### src/rtl/dvs_event_bus_arbiter_fifo.sv
// Round-robin grant arbiter for NUM_REQ event producers feeding a first-word-fall-through FIFO.
// Optional macro DVS_EVENT_TIMESTAMP_EN prepends a free-running TS_BITS timestamp to each stored event.
package dvs_ravens_pkg;
  localparam int EVENT_BITS = 16;
endpackage

module dvs_event_bus_arbiter_fifo
  import dvs_ravens_pkg::*;
#(
  parameter int NUM_REQ = 2,
  parameter int DEPTH   = 16,
  parameter int EVENT_W = EVENT_BITS,
  parameter int TS_BITS = 16,
`ifdef DVS_EVENT_TIMESTAMP_EN
  localparam bit TS_EN  = 1'b1,
`else
  localparam bit TS_EN  = 1'b0,
`endif
  localparam int OUT_W  = EVENT_W + (TS_EN ? TS_BITS : 0),
  localparam int AW     = $clog2(DEPTH)
) (
  input  logic                       clk,
  input  logic                       rst_n,
  input  logic [NUM_REQ-1:0]         fifo_req,
  input  logic [NUM_REQ*EVENT_W-1:0] fifo_bus_event,
  output logic [NUM_REQ-1:0]         fifo_grant,
  output logic                       out_valid,
  input  logic                       out_ready,
  output logic [OUT_W-1:0]           out_event,
  output logic [AW:0]                fill_level
);

  localparam int CW = AW + 1;
  localparam int WW = (NUM_REQ > 1) ? $clog2(NUM_REQ) : 1;
  localparam logic [0:0] IDLE  = 1'b0;
  localparam logic [0:0] GRANT = 1'b1;

  logic [0:0]         state_reg;
  logic [WW-1:0]      last_reg;
  logic [AW-1:0]      wr_ptr_reg;
  logic [AW-1:0]      rd_ptr_reg;
  logic [CW-1:0]      fill_reg;
  logic [OUT_W-1:0]   mem [DEPTH];

  logic [WW-1:0]      winner;
  logic [WW-1:0]      idx;
  logic               found;
  logic               wr_en;
  logic               rd_en;
  logic [EVENT_W-1:0] win_event;
  logic [OUT_W-1:0]   wr_data;
  logic [NUM_REQ-1:0] win_onehot;

  // Search starts one past the last winner so every requester gets a turn.
  always_comb begin
    found  = 1'b0;
    winner = '0;
    idx    = '0;
    for (int k = 0; k < NUM_REQ; k++) begin
      idx = WW'((int'(last_reg) + 1 + k) % NUM_REQ);
      if (!found && fifo_req[idx]) begin
        found  = 1'b1;
        winner = idx;
      end
    end
  end

  assign win_event  = fifo_bus_event[int'(winner)*EVENT_W +: EVENT_W];
  assign win_onehot = NUM_REQ'(1) << winner;

  // Eligibility looks at the registered fill count, so a same-cycle pop never frees a slot early.
  assign wr_en = (state_reg == IDLE) && found && (fill_reg != CW'(DEPTH));
  assign rd_en = (fill_reg != '0) && out_ready;

`ifdef DVS_EVENT_TIMESTAMP_EN
  logic [TS_BITS-1:0] ts_reg;

  always_ff @(posedge clk) begin
    if (!rst_n) ts_reg <= '0;
    else        ts_reg <= ts_reg + 1'b1;
  end

  assign wr_data = {ts_reg, win_event};
`else
  assign wr_data = win_event;
`endif

  always_ff @(posedge clk) begin
    if (!rst_n) begin
      state_reg  <= IDLE;
      fifo_grant <= '0;
      last_reg   <= WW'(NUM_REQ - 1);
    end else begin
      case (state_reg)
        IDLE: begin
          if (wr_en) begin
            fifo_grant <= win_onehot;
            last_reg   <= winner;
            state_reg  <= GRANT;
          end
        end
        default: begin
          if (!fifo_req[last_reg]) begin
            fifo_grant <= '0;
            state_reg  <= IDLE;
          end
        end
      endcase
    end
  end

  always_ff @(posedge clk) begin
    if (!rst_n) begin
      wr_ptr_reg <= '0;
      rd_ptr_reg <= '0;
      fill_reg   <= '0;
    end else begin
      if (wr_en) wr_ptr_reg <= wr_ptr_reg + 1'b1;
      if (rd_en) rd_ptr_reg <= rd_ptr_reg + 1'b1;
      case ({wr_en, rd_en})
        2'b10:   fill_reg <= fill_reg + 1'b1;
        2'b01:   fill_reg <= fill_reg - 1'b1;
        default: fill_reg <= fill_reg;
      endcase
    end
  end

  always_ff @(posedge clk) begin
    if (rst_n && wr_en) mem[wr_ptr_reg] <= wr_data;
  end

  assign out_valid  = (fill_reg != '0);
  assign out_event  = mem[rd_ptr_reg];
  assign fill_level = fill_reg;

endmodule

### config.mk
export PLATFORM = sky130hd
export DESIGN_NAME = dvs_event_bus_arbiter_fifo
export DESIGN_NICKNAME = d
export VERILOG_FILES = /design/src/rtl/dvs_event_bus_arbiter_fifo.sv
export SDC_FILE = /design/constraint.sdc
export NUM_CORES = 1
export LEC_CHECK = 0
export CAP_MARGIN = 20
export CORE_MARGIN = 5
export CORE_UTILIZATION = 60
export CTS_CLUSTER_SIZE = 40
export DETAILED_ROUTE_END_ITERATION = 8
export DONT_BUFFER_PORTS = 1
export PLACE_DENSITY = 0.77
export SLEW_MARGIN = 5
export SYNTH_ARGS = -nofsm -noshare
export SYNTH_HDL_FRONTEND = slang
export SYNTH_SLANG_ARGS = --single-unit
### constraint.sdc
create_clock -name clk -period 3.4 [get_ports clk]
set_input_delay 0.17 -clock clk [delete_from_list [all_inputs] [get_ports clk]]
set_output_delay 0.17 -clock clk [all_outputs]
set_load 0.01 [all_outputs]
# After elaboration in Yosys (flattened, before gate mapping)
# Memory sizes are Yosys's and may differ from the RTL's. A register that Yosys moved wholly into a read port is not among the register bits.
# Index checks and enable logic that the tools add are counted.
classes:
  add_sub_neg: 6
  div: 0
  n_bitwise: 1
  shift: 2
  n_reduce_logical: 11
  mux: 21
  eq_ne: 4
  multipliers: 0
  order_cmp: 3
ops:
  columns: ["operator", "n"]
  rows:
  - ["32-bit by 6-bit variable part select with 16-bit output", 1]
  - ["1-bit 2-to-1 mux", 15]
  - ["5-bit one-hot mux with 2 select lines", 1]
  - ["4-bit by 1-bit adder with 4-bit output, second input constant", 2]
  - ["4-bit 2-to-1 mux", 2]
  - ["1-bit by 2-bit less-than comparator with 1-bit output, second input constant", 3]
  - ["2-bit 2-to-1 mux", 3]
  - ["5-bit by 1-bit adder with 5-bit output, second input constant", 1]
  - ["1-bit logical AND", 5]
  - ["5-bit inequality test, second input constant", 1]
  - ["5-bit nonzero test", 1]
  - ["5-bit by 1-bit subtractor with 5-bit output, second input constant", 1]
  - ["2-bit AND reduction", 2]
  - ["2-bit nonzero test", 2]
  - ["1-bit adder, second input constant", 2]
  - ["2-bit by 1-bit == test with 1-bit output, second input constant", 1]
  - ["2-bit == test, second input constant", 1]
  - ["2-bit inequality test, second input constant", 1]
  - ["1-bit by 1-bit << shifter with 2-bit output, first input constant", 1]
  - ["1-bit logical NOT", 1]
  - ["1-bit inverter", 1]
totals:
  elab_cells: 55
  latch_bits: 0
  mem_count: 1
  ff_bits: 17
  input_bits: 37
  romBits: 0
  out_inout_bits: 24
  ram_bits: 256
memory_table:
  columns: ["name", "depth", "width", "rd", "rd_ports_with_merged_regs", "write_ports", "line", "source"]
  rows:
  - ["mem", 16, 16, 1, 1, 1, "43", "logic [OUT_W-1:0] mem [DEPTH];"]

# Depth between registers and ports, before layout
depth:
  word_depth: 12
  ltp_mapped: 12
  depth_no_buf: 10

# Worst setup path before layout
# OpenSTA, ideal clock, no wires.
synth_path:
  path_kind: "register to register"
  start: "reg fill_reg[2], in the netlist fill_level[2]"
  end: "reg fill_reg[4], in the netlist fill_level[4]"
  required_time_ns: 3.285
  synth_period_minus_slack_ns: 2.673
  arrival_ns: 2.559
  setup_ns: 0.115
  n_path_buf: 2
  path_slack_ns: 0.727
  path_stages_with_launch: 13
  path_cell_list: "dfxtp_1 clkbuf_2 nor4_4 a21oi_2 inv_1 ha_1 buf_2 xor2_1 ha_1 a31oi_1 o311a_1 and3_1 o21a_1"
synth_between:
  elab_chain_len: 4
  word_cells_on_any_way: 10
  cone_classes: "2 x add/sub; 3 x eq/ne; 1 x mux; 4 x reduce/logical"
synth_lines:
  columns: ["item", "line", "source"]
  rows:
  - ["from (decl)", "42", "logic [CW-1:0] fill_reg;"]
  - ["from (signal assigned)", "121", "2'b10: fill_reg <= fill_reg + 1'b1;"]
  - ["from (signal assigned)", "122", "2'b01: fill_reg <= fill_reg - 1'b1;"]
  - ["from (signal assigned)", "123", "default: fill_reg <= fill_reg;"]
  - ["parallel branches: the longest is 4 deep, another holds 5-bit by 1-bit subtractor with 5-bit output", null, null]
# Several ways; the timed one is not identified.
# A chain may end at the register's enable or synchronous reset.

# Worst setup path in the final report
layout_path:
  start: "reg fill_reg[0], in the netlist fill_level[0]"
  end: "reg fill_reg[2], in the netlist fill_level[2]"
# The elaborated chain is that of the path after synthesis.

==> impl_metrics.yaml <==
run_status:
  outcome: "completed"
critical_path:
  reg2reg_to: "fill_level[2]"
  crit_path_start_kind: "flip-flop"
  required_ps: 3850
  cp.arrival_ps: 3500
  rr_startpoint: "fill_level[0]"
  cp_max_fo: 10
  worstSetupEndpointType: "flip-flop"
  r2r_slack_ps: 350
  r2r_cells: 10
  worstSetupPathType: "flip-flop to flip-flop"
drt:
  routed_wire_length_per_instance_microns: 27.7
  vias: 5244
  drt_iter0_markers: 442
  drc: 0
  drt-total-wl_microns: 22300
  dr.pass1.iters: 5
  ant_nets: 0
  via_per_inst: 6.51
clock_tree:
  htree_levels: 1
  cts_root_buffer: "clkbuf_16"
  post-cts-setup-buffer-count: 0
  clkTransAtPathRegs_ps: 60
  cts.sinks: 277
  tritoncts: "yes"
  insertion_delay_ps: 520
  cts_max_path_buffers: 3
  cts_inserted_buffers: 27
logic_synthesis:
  syn_area_per_cell_sq_um: 21.7
  ys_seq_area_share_pct: 72.9
  synthesis.nets: 557
  syn_area_sq_um: 11100
  ys_warn_count: 0
  synth.distinct_cells: 41
  synth_cells: 512
  ys_ff_latch: 277
floorplanning:
  pin_count: 61
  num_rows: 49
  initial_core_util_pct: 61.5
  core_sq_um: 18100
  die_area_sq_um: 21400
  fp.dieH_microns: 146
  die-width_microns: 146
sta:
  finalHoldViolCount: 0
  tns_ps: 0
  period_needed_ps: 3050
  worst_slew_pin_slew_ps: 1080
  rsz0062_at_grt: "false"
  relSlewSlack_pct: 27.7
  layout_worst_path_cycle_share_pct: 89.7
  finClkSkew_ps: 6.90
  slew_viol_final: 0
  fmax_ghz: 0.328
  hold_slack_ps: 95.9
  setup_viol: 0
global_routing:
  grt_usage_pct: 21.0
  antenna_found_initial: 0
  grt_max_degree: 43
  grt.overflow.total: 0
  grt_pass1_wl_microns: 33900
  grt_pass1_vias: 5460
worst_hold_path:
  hold-path-endpoint: "mem[8][0]"
  min_from: "rst_n"
  hold_depth: 2
  min_path_type: "input pin to flip-flop"
power:
  fin_total_pwr_mw: 8.46
  vdd_drop_max_mv: 0.571
  power.leakage_nw: 4.00
  power.density_nw_per_um2: 680
placed_design:
  gp_congestion: 0.854
  io_buffers: 0
  dp_cells: 754
  hpwl_microns: 13100
final_layout:
  multi_input_comb_area_sq_um: 2840
  n_antenna_cell: 0
  largest_reg_flops: 256
  regArea_sq_um: 8110
  fin_nets: 602
  synthToLayoutAreaGrowth_pct: 11.9
  final_cell_mix: "edfxtp_1, mux4_2, buf_4"
  final_layout_size_suffix_gt1_share_pct: 26.5
  top_register: "mem"
  fillers: 1044
  final_common_cell: "edfxtp_1"
  fin_cells: 806
job:
  cap_violations: 0
## cell families after synthesis
family	synth area share [%]
xor gates and xnor gates	0.867
buffers and inverters	1.62
muxes	19.1
DFF	72.9
adders and majority gates	0.900
and+or+nand+nor	3.33
AOI/OAI and AO/OA	1.25
## how the worst max path moves through the flow
stage,startpoint,to,slack [ps]
6_report,fill_level[0],fill_level[2],350
5_1_grt,fill_level[0],fill_level[2],20
4_1_cts,fill_level[2],fill_level[2],280
3_5_place_dp,fill_level[2],fill_level[2],320
3_3_place_gp,fill_level[2],fill_level[2],560
2_1_floorplan,fill_level[2],fill_level[4],730
## layer usage
layer  wire length, microns  part of all wire, %  global-route usage, %  vias up
met2                  11700                   53                   36.2      226
met4                    320                  1.4                   4.33        0
li1                       -                    -                      -     2229
met3                   1730                  7.7                   4.09       33
met5                      0                    0                      0        -
met1                   8540                   38                   28.6     2756
## cells in the mapped netlist
master	number	area share (%)
a21boi_0	2	0.14
buf_4	3	0.20
buf_6	6	0.61
nand2_1	15	0.51
buf_2	10	0.45
a31oi_1	1	0.056
xnor2_1	7	0.55
mux4_2	50	10
o211ai_1	2	0.14
mux4_1	30	7.1
or3_1	1	0.056
a21oi_1	3	0.14
or3_4	1	0.10
clkbuf_1	3	0.10
o21bai_2	1	0.10
or2_2	1	0.056
dlygate4sd1_1	1	0.079
nand3b_1	2	0.14
nand2b_1	1	0.056
nor2_1	21	0.71
and2_1	10	0.56
nor4_4	1	0.19
a21oi_2	1	0.079
and3b_2	1	0.090
and3_1	3	0.17
clkbuf_2	1	0.045
nand3_1	5	0.23
o21ai_0	4	0.18
ha_1	8	0.90
mux2_2	16	1.6
dfxtp_1	21	3.8
nor3b_1	2	0.14
nor2b_1	4	0.23
a21boi_2	2	0.20
nand4_1	2	0.11
edfxtp_1	256	69
inv_1	4	0.14
o21a_1	2	0.14
o311a_1	1	0.090
xor2_1	4	0.32
mux2i_1	3	0.27
## per-stage QoR
stage	area (sq um)	util [%]	setup slack, ps
2_1_floorplan	11100	-	727
3_3_place_gp	11600	63.9	565
3_5_place_dp	11600	63.9	319
4_1_cts	12400	68.7	281
5_1_grt	12400	68.8	24.0
6_report	12400	68.8	349
## worst max-delay path: stages, from the launching register on
cell and delay (ps):
dfxtp_1 410, nor4_4 470, a21oi_4 170, inv_1 190
ha_1 410, xor2_1 140, ha_1 210, a31oi_1 320
xor2_1 170, or3_1 330, a21boi_0 170
## where the power goes
group | internal [mW] | switching [mW]
clock | 1.62 | 1.18
combinational | 0.797 | 0.757
sequential | 3.90 | 0.200
## final cells by class
| cell class | instances | area share [%] |
|---|---|---|
| Clock buffer | 39 | 6.12 |
| Clock inverter | 10 | 0.604 |
| Inverter | 4 | 0.121 |
| Multi-Input combinational cell | 207 | 22.8 |
| Sequential cell | 277 | 65.2 |
| Tap cell | 229 | 2.30 |
| Timing Repair Buffer | 40 | 2.78 |
## timing repair
item                                    in CTS  in global routing
hold endpoints to repair                    21                  0
gates resized for setup                      0                  1
endpoints found under the setup margin       0                  1
hold buffers                                 3                  0
Note: power is estimated with default switching activity, not from simulation.
